[src/rtl/ram_scan_reader.sv]
// ram_scan_reader: walks the read port of a small synchronous-read RAM one
// address at a time. It advances on an internal tick when run=1, or on a
// single-step pulse when run=0. The current address/data pair is presented
// to the display logic together with a capture strobe and a wrap strobe.
module ram_scan_reader #(
  parameter int ADDR_WIDTH = 5,
  parameter int DATA_WIDTH = 4,
  parameter int TICK_COUNT = 50000000
) (
  input  logic                  clk,
  input  logic                  reset,
  input  logic                  run,
  input  logic                  step,
  output logic [ADDR_WIDTH-1:0] rd_addr,
  input  logic [DATA_WIDTH-1:0] rd_data,
  output logic [ADDR_WIDTH-1:0] cur_addr,
  output logic [DATA_WIDTH-1:0] cur_data,
  output logic                  data_valid,
  output logic                  wrap
);

  // One spare bit keeps the terminal value representable for any TICK_COUNT.
  localparam int CNT_W = $clog2(TICK_COUNT) + 1;

  // ISSUE covers the RAM read latency, CAPTURE latches the new word and WAIT
  // holds the address while the display refreshes from the RAM.
  localparam logic [1:0] ST_ISSUE   = 2'd0;
  localparam logic [1:0] ST_CAPTURE = 2'd1;
  localparam logic [1:0] ST_WAIT    = 2'd2;

  localparam logic [ADDR_WIDTH-1:0] ADDR_MAX  = '1;
  localparam logic [CNT_W-1:0]      TICK_LAST = CNT_W'(TICK_COUNT - 1);

  logic [1:0]            state_reg,      state_next;
  logic [CNT_W-1:0]      tick_cnt_reg,   tick_cnt_next;
  logic [ADDR_WIDTH-1:0] rd_addr_reg,    rd_addr_next;
  logic [ADDR_WIDTH-1:0] cur_addr_reg,   cur_addr_next;
  logic [DATA_WIDTH-1:0] cur_data_reg,   cur_data_next;
  logic                  data_valid_reg, data_valid_next;
  logic                  wrap_reg,       wrap_next;
  logic                  advance;

  // Next-state logic: sequencing, tick counting and the advance decision.
  // rd_data only ever feeds the display registers, never the address.
  always_comb begin
    state_next      = state_reg;
    tick_cnt_next   = tick_cnt_reg;
    rd_addr_next    = rd_addr_reg;
    cur_addr_next   = cur_addr_reg;
    cur_data_next   = cur_data_reg;
    data_valid_next = 1'b0;
    wrap_next       = 1'b0;
    advance         = 1'b0;

    case (state_reg)
      ST_ISSUE: begin
        state_next = ST_CAPTURE;
      end
      ST_CAPTURE: begin
        cur_addr_next   = rd_addr_reg;
        cur_data_next   = rd_data;
        data_valid_next = 1'b1;
        tick_cnt_next   = '0;
        state_next      = ST_WAIT;
      end
      ST_WAIT: begin
        // Live refresh so writes to the displayed word show up promptly.
        cur_data_next = rd_data;
        if (run) begin
          if (tick_cnt_reg == TICK_LAST) begin
            advance       = 1'b1;
            tick_cnt_next = '0;
          end else begin
            tick_cnt_next = tick_cnt_reg + 1'b1;
          end
        end else begin
          tick_cnt_next = '0;
          advance       = step;
        end
      end
      default: begin
        state_next = ST_ISSUE;
      end
    endcase

    if (advance) begin
      rd_addr_next = rd_addr_reg + 1'b1;
      wrap_next    = (rd_addr_reg == ADDR_MAX);
      state_next   = ST_ISSUE;
    end
  end

  // State and output registers; reset takes effect without a clock edge.
  always_ff @(posedge clk or posedge reset) begin
    if (reset) begin
      state_reg      <= ST_ISSUE;
      tick_cnt_reg   <= '0;
      rd_addr_reg    <= '0;
      cur_addr_reg   <= '0;
      cur_data_reg   <= '0;
      data_valid_reg <= 1'b0;
      wrap_reg       <= 1'b0;
    end else begin
      state_reg      <= state_next;
      tick_cnt_reg   <= tick_cnt_next;
      rd_addr_reg    <= rd_addr_next;
      cur_addr_reg   <= cur_addr_next;
      cur_data_reg   <= cur_data_next;
      data_valid_reg <= data_valid_next;
      wrap_reg       <= wrap_next;
    end
  end

  assign rd_addr    = rd_addr_reg;
  assign cur_addr   = cur_addr_reg;
  assign cur_data   = cur_data_reg;
  assign data_valid = data_valid_reg;
  assign wrap       = wrap_reg;

endmodule

[config.mk]
export PLATFORM = sky130hd
export DESIGN_NAME = ram_scan_reader
export DESIGN_NICKNAME = d
export VERILOG_FILES = /design/src/rtl/ram_scan_reader.sv
export SDC_FILE = /design/constraint.sdc
export NUM_CORES = 1
export LEC_CHECK = 0
export CORE_UTILIZATION = 50
export DETAILED_ROUTE_END_ITERATION = 6
export GPL_TIMING_DRIVEN = 1
export PLACE_DENSITY = 0.72
export SYNTH_ARGS = -nofsm -noshare
export SYNTH_HDL_FRONTEND = slang
export SYNTH_SLANG_ARGS = --single-unit
export TNS_END_PERCENT = 30
[constraint.sdc]
create_clock -name clk -period 4.4 [get_ports clk]
set_clock_uncertainty 0.15 [all_clocks]
set_input_delay 0.66 -clock clk [delete_from_list [all_inputs] [get_ports clk]]
set_output_delay 0.66 -clock clk [all_outputs]
set_load 0.01 [all_outputs]
* After elaboration in Yosys (flattened, before gate mapping)
Cells that the tools add are included.
** Cells by class
- $add $sub $neg :: 2
- Equal/unequal tests :: 5
- Multiplexer cells :: 10
- Reductions and logical operators :: 3
** Operators with widths (count)
- two-way mux 27 bit :: 2
- case mux 27 bit (2 select lines) :: 1
- adder 27 x 1 -> 27 bit, second input constant :: 1
- equality test 27 x 26 -> 1 bit, second input constant :: 1
- case mux 2 bit (3 select lines) :: 1
- adder 5 x 1 -> 5 bit, second input constant :: 1
- equality test 5 bit, second input constant :: 1
- two-way mux 1 bit :: 5
- equality test 2 x 1 -> 1 bit, second input constant :: 1
- equality test 2 bit, second input constant :: 1
- logical NOT 2 bit :: 1
- two-way mux 2 bit :: 1
- inequality test 2 bit, second input constant :: 1
- nonzero test 2 bit :: 1
- OR reduction 2 bit :: 1
** Storage, ports and cells
- Register bits after elaboration :: 45
- Input bits :: 8
- Output and inout port bits :: 16
- Word-level logic and storage cells :: 27

* Longest topological paths before layout
Gate-level depths: netlist of run 1.
- Depth after elaboration :: 5
- Mapped depth :: 9
- Gate-level depth less buffers :: 7

* Least setup slack after synthesis of run 1
Ideal clock, no wire load.
- Path kind :: reg-to-reg
- Start :: register tick_cnt_reg[24]
- End :: register tick_cnt_reg[13]
- Setup time :: 122 ps
- Arrival :: 1715 ps
- Data required time :: 4128 ps
- Path slack :: 2413 ps
- Cell stages (with the launch flop) :: 8
- Path buffers :: 2
- Clock period less this slack :: 1987 ps
- Cell sequence :: dfrtp_1 nor4b_2 nand4_2 o31ai_4 and2_1 buf_6 buf_12 nor2_4
** On the way
- Longest elaborated chain between the ends :: 4
** RTL lines
- from (decl) :: RTL line 35 : logic [CNT_W-1:0] tick_cnt_reg, tick_cnt_next;
- from (signal assigned) :: RTL line 105 : tick_cnt_reg <= tick_cnt_next;
- equality test 27 x 26 -> 1 bit :: RTL line 70 : if (tick_cnt_reg == TICK_LAST) begin
- two-way mux 27 bit :: RTL line 70
- two-way mux 27 bit :: RTL line 69 : if (run) begin
- case mux 27 bit (2 select lines) :: RTL line 55 : case (state_reg)
No other way between the ends.
A chain may end at the register's enable or synchronous reset.

* Worst setup path after layout of run 1
- Start :: register state_reg[0]
- End :: register tick_cnt_reg[21]
** On the way
- Longest elaborated chain between the ends :: 2
- Elaborated cells between the ends (all ways) :: 4
- Classes of those cells :: eq/ne (2); mux (1); reduce/logical (1)
** RTL lines
- from (decl) :: RTL line 34 : logic [1:0] state_reg, state_next;
- from (signal assigned) :: RTL line 104 : state_reg <= state_next;
- equality test 2 bit / equality test 2 x 1 -> 1 bit (equally long branches) :: RTL line 55
- case mux 27 bit (2 select lines) / nonzero test 2 bit (equally long branches)
Several ways; a longest one is shown, not always the timed one.

==> results of run 1 <==
-- synthesized netlist by cell type (3+ instances only) --
cell / n
nor2_1: 16
xnor2_1: 5
xor2_1: 15
clkbuf_1: 4
nor2_4: 10
inv_1: 7
ha_1: 6
mux2_2: 14
a21o_1: 3
nand2_1: 18
dfrtp_1: 45
nand4_1: 11
nand4b_1: 3
and3_1: 8
nor3_1: 3
nand3_1: 11
o21ai_0: 8
and2_1: 3
and4_1: 3
-- worst paths after layout --
check                             start                to  slack (ns)
setup / recovery           state_reg[0]  tick_cnt_reg[21]        1.72
hold / removal              cur_data[1]       cur_data[1]        0.36
setup reg to reg           state_reg[0]  tick_cnt_reg[21]        1.72
hold reg to reg             cur_data[1]       cur_data[1]        0.36
max in group asynchronous         reset   tick_cnt_reg[4]        2.88
min in group asynchronous         reset        rd_addr[1]        0.50
-- layout by cell type, fill, tap and decap left out, types with 3 or more instances in the layout --
cell,instances
a21o_1,3
nand4b_1,3
xnor2_1,5
nor3_1,3
xor2_1,15
dfrtp_1,45
inv_1,6
and4_1,3
clkdlybuf4s50_1,23
and3_1,8
clkbuf_8,6
nand2_1,18
o21ai_0,8
nand3_1,11
nor2_4,10
nor2_1,16
ha_1,6
nand4_1,11
mux2_2,14
and2_1,3
-- per-layer routing --
metal / vias to the layer above / global-route usage
li1: 801 / -
met1: 805 / 0.258
met2: 42 / 0.303
met3: 4 / 0.0484
met4: 0 / 0.0556
met5: - / 0
-- layout make-up --
| type | count | share of cell area |
|---|---|---|
| Clock inverter | 1 | 0.0110 |
| Sequential cell | 45 | 0.411 |
| Inverter | 7 | 0.00959 |
| Multi-Input combinational cell | 155 | 0.424 |
| Timing Repair Buffer | 25 | 0.0895 |
| Clock buffer | 7 | 0.0315 |
| Tap cell | 52 | 0.0237 |
-- cells by family after synthesis --
family,count (synthesis)
AND/OR/NAND/NOR,98
adder cells (fa/ha/maj),6
buffers and inverters,13
flip-flops,45
XOR/XNOR,20
multiplexers,14
AO/OA/AOI/OAI,17
-- power groups by stage --
stage                     registers [mW]  clock network [mW]  logic (mW)
after floorplan                    0.557                   0       0.372
after global placement             0.535                   0       0.514
after detailed placement           0.537                   0       0.523
after CTS                          0.529               0.329       0.524
after global routing               0.540               0.348       0.571
final                              0.528               0.319       0.516
-- through the flow --
step / hold slack, ns / power (mW) / util
floorplan: 0.335 / 0.928 / -
finish: 0.357 / 1.36 / 0.617
CTS: 0.364 / 1.38 / 0.617
global placement: 0.338 / 1.05 / 0.590
detailed placement: 0.345 / 1.06 / 0.590
global route: 0.378 / 1.46 / 0.617
==> flow_summary.toml, run 1 <==
[grt]
track_usage = 0.190
grt_pass1_wl_um = 7380
grt_max_degree = 30
grt.overflow.total = 0
grt_pass1_vias = 1557
grt_antenna_before_repair = 0

[floorplanning]
initial_core_util = 0.531
die_w_um = 70.7
die_h_um = 70.7
coreArea_sq_um = 4440
num_rows = 24
fp.dieArea_sq_um = 5000
pin_count = 24

[yosys]
netlist_area_sq_um = 2360
synth_area_per_cell_sq_um = 11.1
synth_top_family_by_area = "simple AND/OR/NAND/NOR gates"
synthAdderAreaFrac = 0.0318
synth_edf_count = 0
post_synth_xor_area_fraction = 0.0742
synth_cell_type_count = 36
ys_seq_elements = 45
netlist.area_leader.share = 0.477
synth.area.top_cells = "dfrtp_1 48%, mux2_2 6.7%, xor2_1 5.6%"
synth.largest_area_cell = "dfrtp_1"
synthArstFlopShare = 1.00
ys_warn_count = 0
synth_mux_area_frac = 0.0668
syn-instance-count = 213
yosysSeqAreaShare = 0.477
synth-simple-area-share = 0.262
synth.net_count = 227
synth_flop_cell = "dfrtp_1"
synth_compound_area_frac = 0.0567

[power_and_ir_drop]
seqPwrFrac = 0.388
p_sw_frac = 0.338
switchingPower_uw = 461
ir_drop_mv = 0.247
p_clk_frac = 0.234
power.density_nw_per_um2 = 497
cell_internal_pwr_uw = 902
combinationalPowerShare = 0.379
cellLeakagePower_nw = 1.18

[sta]
drv_slew = 0
worst_slew_pin_slew_ns = 0.828
hold_viol = 0
rsz0062_at_grt = "no"
maxSlewHeadroom = 0.444
setup_viol = 0
fmax_mhz = 374
fin_setup_tns_ns = 0
timing.final.crit_period_ns = 2.68
worst_slack_ns = 1.72
post-route-period-util = 0.608

[critical_path]
slowest_delay_ns = 0.72
rr_worst_depth = 7
crit_top_cell = "nand4_1"
crit_buf_inv = 1
cp.depth = 7
path_delay_family = "simple AND/OR/NAND/NOR gates"
crit_required_ns = 4.42
path_class = "reg2reg"
slowest_stage = "ha_1"
worstPathArrival_ns = 2.70
crit_path_max_fanout = 25
start_kind = "register"
path_cells = "inv_1, ha_1, nand4_1, nor4_2, nand4_1, xor2_1, nor2_4"
end_kind = "register"

[finish]
largest_reg_flops = 27
final_nets = 253
num-fill-cells = 385
final_area_sq_um = 2740
layout.cells.non_filler = 292
multi_input_area_sq_um = 1160
antenna_cells = 0
syn2layout_area_growth_pct = 16.1
seq_area_sq_um = 1130
layout-drive-gt1-share = 0.175

[placed_design]
place.gp.congestion = 0.828
place_ws_ns = 1.74
place_hpwl_um = 2970
place_area_sq_um = 2620
portBuffers = 23
placed_cells = 284

[drt]
drtIter0Drc = 85
via_per_inst = 5.66
met1_length_um = 1950
wl_um = 4210
vias = 1652
wl_met2_um = 2030
ant_nets = 0
first_pass_iters = 6
top_layer = "met4"
wire_per_inst_um = 14.4
route.detailed.drc = 13
dr_wl_met3_um = 186

[flow_run]
maxCapViolCount = 0

[clock_network]
postCtsHoldBufs = 0
cts.path.max_buffers = 2
cts_made_buffers = 5
clkSinkCount = 45
cts_setup_buffers = 0
insertion_delay_ns = 0.29
cts-resized-gates = 0
cts-htree-levels = 2
cts.reportedPaths.clkPinSlew_ns = 0.08
cts_tree = "done"
cts-root-buf = "clkbuf_8"

[hold_path]
hold_class = "reg2reg"
hold_depth = 1

[run_status]
status = "complete, but fails checks"
violations = "design-rule violations"
Note: power is estimated with default switching activity, not from simulation.
==> run 2, diff against run 1 <==
Clock period 4.4 ns to 2.5 ns, I/O delays scaled along.
==> run 2 against run 1 <==
Compared with the run above:
- the flow still finishes with violations (design-rule violations)
- power increased by 90%
- combinational power increased by 93%
- maximum frequency rose by 23%
- sequential share of layout area decreased by 1.0 points
- worst hold slack about the same
- critical endpoint is now tick_cnt_reg[9]
- flip-flop and latch count unchanged
- sequential power is 75% higher
- largest cell class unchanged
- die area did not move
- cell count is 1.7% higher
- critical path depth unchanged
==> flow_summary.toml, run 2 (synthesis results as in run 1) <==
[run_status]
status = "complete, but fails checks"
violations = "design-rule violations"

[critical_path]
crit_top_cell = "and2_1"
end_kind = "register"
crit_path_max_fanout = 17
reg2reg_from = "tick_cnt_reg[0]"
path_cells = "ha_1, and2_1, nand2_2, o31ai_4, and2_1, buf_12, nor2_1"
crit_buf_inv = 1
slowest_delay_ns = 0.44
path_class = "reg2reg"
start_kind = "register"
reg2reg_to = "tick_cnt_reg[9]"
r2r_setup_slack_ns = 0.33
crit_required_ns = 2.54
worstPathArrival_ns = 2.21
slowest_stage = "o31ai_4"
rr_worst_depth = 7
path_delay_family = "simple AND/OR/NAND/NOR gates"

[floorplanning]
die_w_um = 70.7
pin_count = 24
num_rows = 24
die_h_um = 70.7
coreArea_sq_um = 4440
initial_core_util = 0.531
fp.dieArea_sq_um = 5000

[drt]
ant_nets = 0
route.detailed.drc = 14
via_per_inst = 5.61
wl_um = 4250
wire_per_inst_um = 14.3
vias = 1665
first_pass_iters = 7
drtIter0Drc = 107

[hold_path]
hold_class = "in2async"

[finish]
num-fill-cells = 399
final_nets = 258
most-common-layout-cells = "45 x dfrtp_1, 23 x clkdlybuf4s50_1, 18 x nand2_1"
layout_commonest_cell = "dfrtp_1"
largest_reg_flops = 27
syn2layout_area_growth_pct = 19.1
layout-drive-gt1-share = 0.196
antenna_cells = 0

[clock_network]
cts.reportedPaths.clkPinSlew_ns = 0.09
insertion_delay_ns = 0.30
cts-htree-levels = 2
cts.path.max_buffers = 2
postCtsHoldBufs = 0
cts-root-buf = "clkbuf_8"
cts_setup_buffers = 0
cts_made_buffers = 5
cts_tree = "done"
cts-resized-gates = 0
clkSinkCount = 45

[sta]
maxSlewHeadroom = 0.620
fin_setup_tns_ns = 0
hold_viol = 0
fmax_mhz = 460
post-route-period-util = 0.869
drv_slew = 0
worst_slack_ns = 0.327
setup_viol = 0
worst_slew_pin_slew_ns = 0.568
rsz0062_at_grt = "no"
timing.final.crit_period_ns = 2.17

[grt]
use_met1 = 0.259
grt_pass1_vias = 1586
grtUsageMet3 = 0.0442
grt_antenna_before_repair = 0
grtUsageMet2 = 0.314
grt_pass1_wl_um = 7510
grt.busiest_layer = "met2"
grt.overflow.total = 0
grt_max_degree = 46
track_usage = 0.195

[placed_design]
place_hpwl_um = 2940
place.gp.congestion = 0.809
place_ws_ns = 0.324
portBuffers = 23

[power_and_ir_drop]
ir_drop_mv = 0.412
cellLeakagePower_nw = 1.22
power.density_nw_per_um2 = 919

[flow_run]
maxCapViolCount = 0
[run 2: cell count changes in the layout (fill, tap and decap cells not counted), sizes merged]
| cell | before | now |
|---|---|---|
| bufinv | 1 | 2 |
| clkbuf | 7 | 5 |
| inv | 6 | 7 |
| buf | 2 | 7 |
[run 2: routing by layer]
metal  share of wire  up-vias
li1                -      815
met1            0.46      806
met2            0.47       39
met3           0.047        5
met4           0.017        0
met5               0        -
[run 2: worst register-to-register path, stage by stage, from the launching register on]
cell and delay [ns]:
dfrtp_1 0.40, ha_1 0.24, and2_1 0.19, nand2_2 0.12
o31ai_4 0.44, and2_1 0.24, buf_12 0.20, nor2_1 0.08
[run 2: layout make-up]
cell class,instances,area [sq um],area share
repair buffers,30,295,0.105
flip-flops and latches,45,1130,0.401
clock buffers,5,68.8,0.0245
multi-input cells,155,1160,0.413
inverters,7,26.3,0.00935
clock inverters,3,68.8,0.0245
well taps,52,65.1,0.0231
[run 2: how the worst max path moves through the flow]
stage,from,to,slack (ns),depth (start not counted)
3_5_place_dp,run,tick_cnt_reg[9],0.32,6
5_1_grt,tick_cnt_reg[0],tick_cnt_reg[7],0.19,7
4_1_cts,tick_cnt_reg[16],tick_cnt_reg[9],0.33,6
3_3_place_gp,run,tick_cnt_reg[25],0.34,6
2_1_floorplan,tick_cnt_reg[24],tick_cnt_reg[13],0.51,7
6_report,tick_cnt_reg[0],tick_cnt_reg[9],0.33,7
[run 2: power by group]
group,internal [mW],switching (mW)
clock,0.402,0.259
sequential,0.848,0.0789
combinational,0.485,0.512
total,1.73,0.850
[run 2: per-stage QoR]
stage	instance area [sq um]	total power, mW	hold slack (ns)	instances	util
CTS	2810	2.62	0.364	297	0.633
global placement	2670	1.93	0.337	289	0.602
global route	2810	2.75	0.374	297	0.633
finish	2810	2.58	0.357	297	0.633
detailed placement	2670	1.96	0.344	289	0.602
floorplan	2360	1.63	0.335	213	-
==> run 3, diff against run 2 <==
Settings changed: SKIP_CTS_REPAIR_TIMING from default to 1.
==> results of run 3 <==
The final DEF is identical to that of run 2; final timing and power are the same.
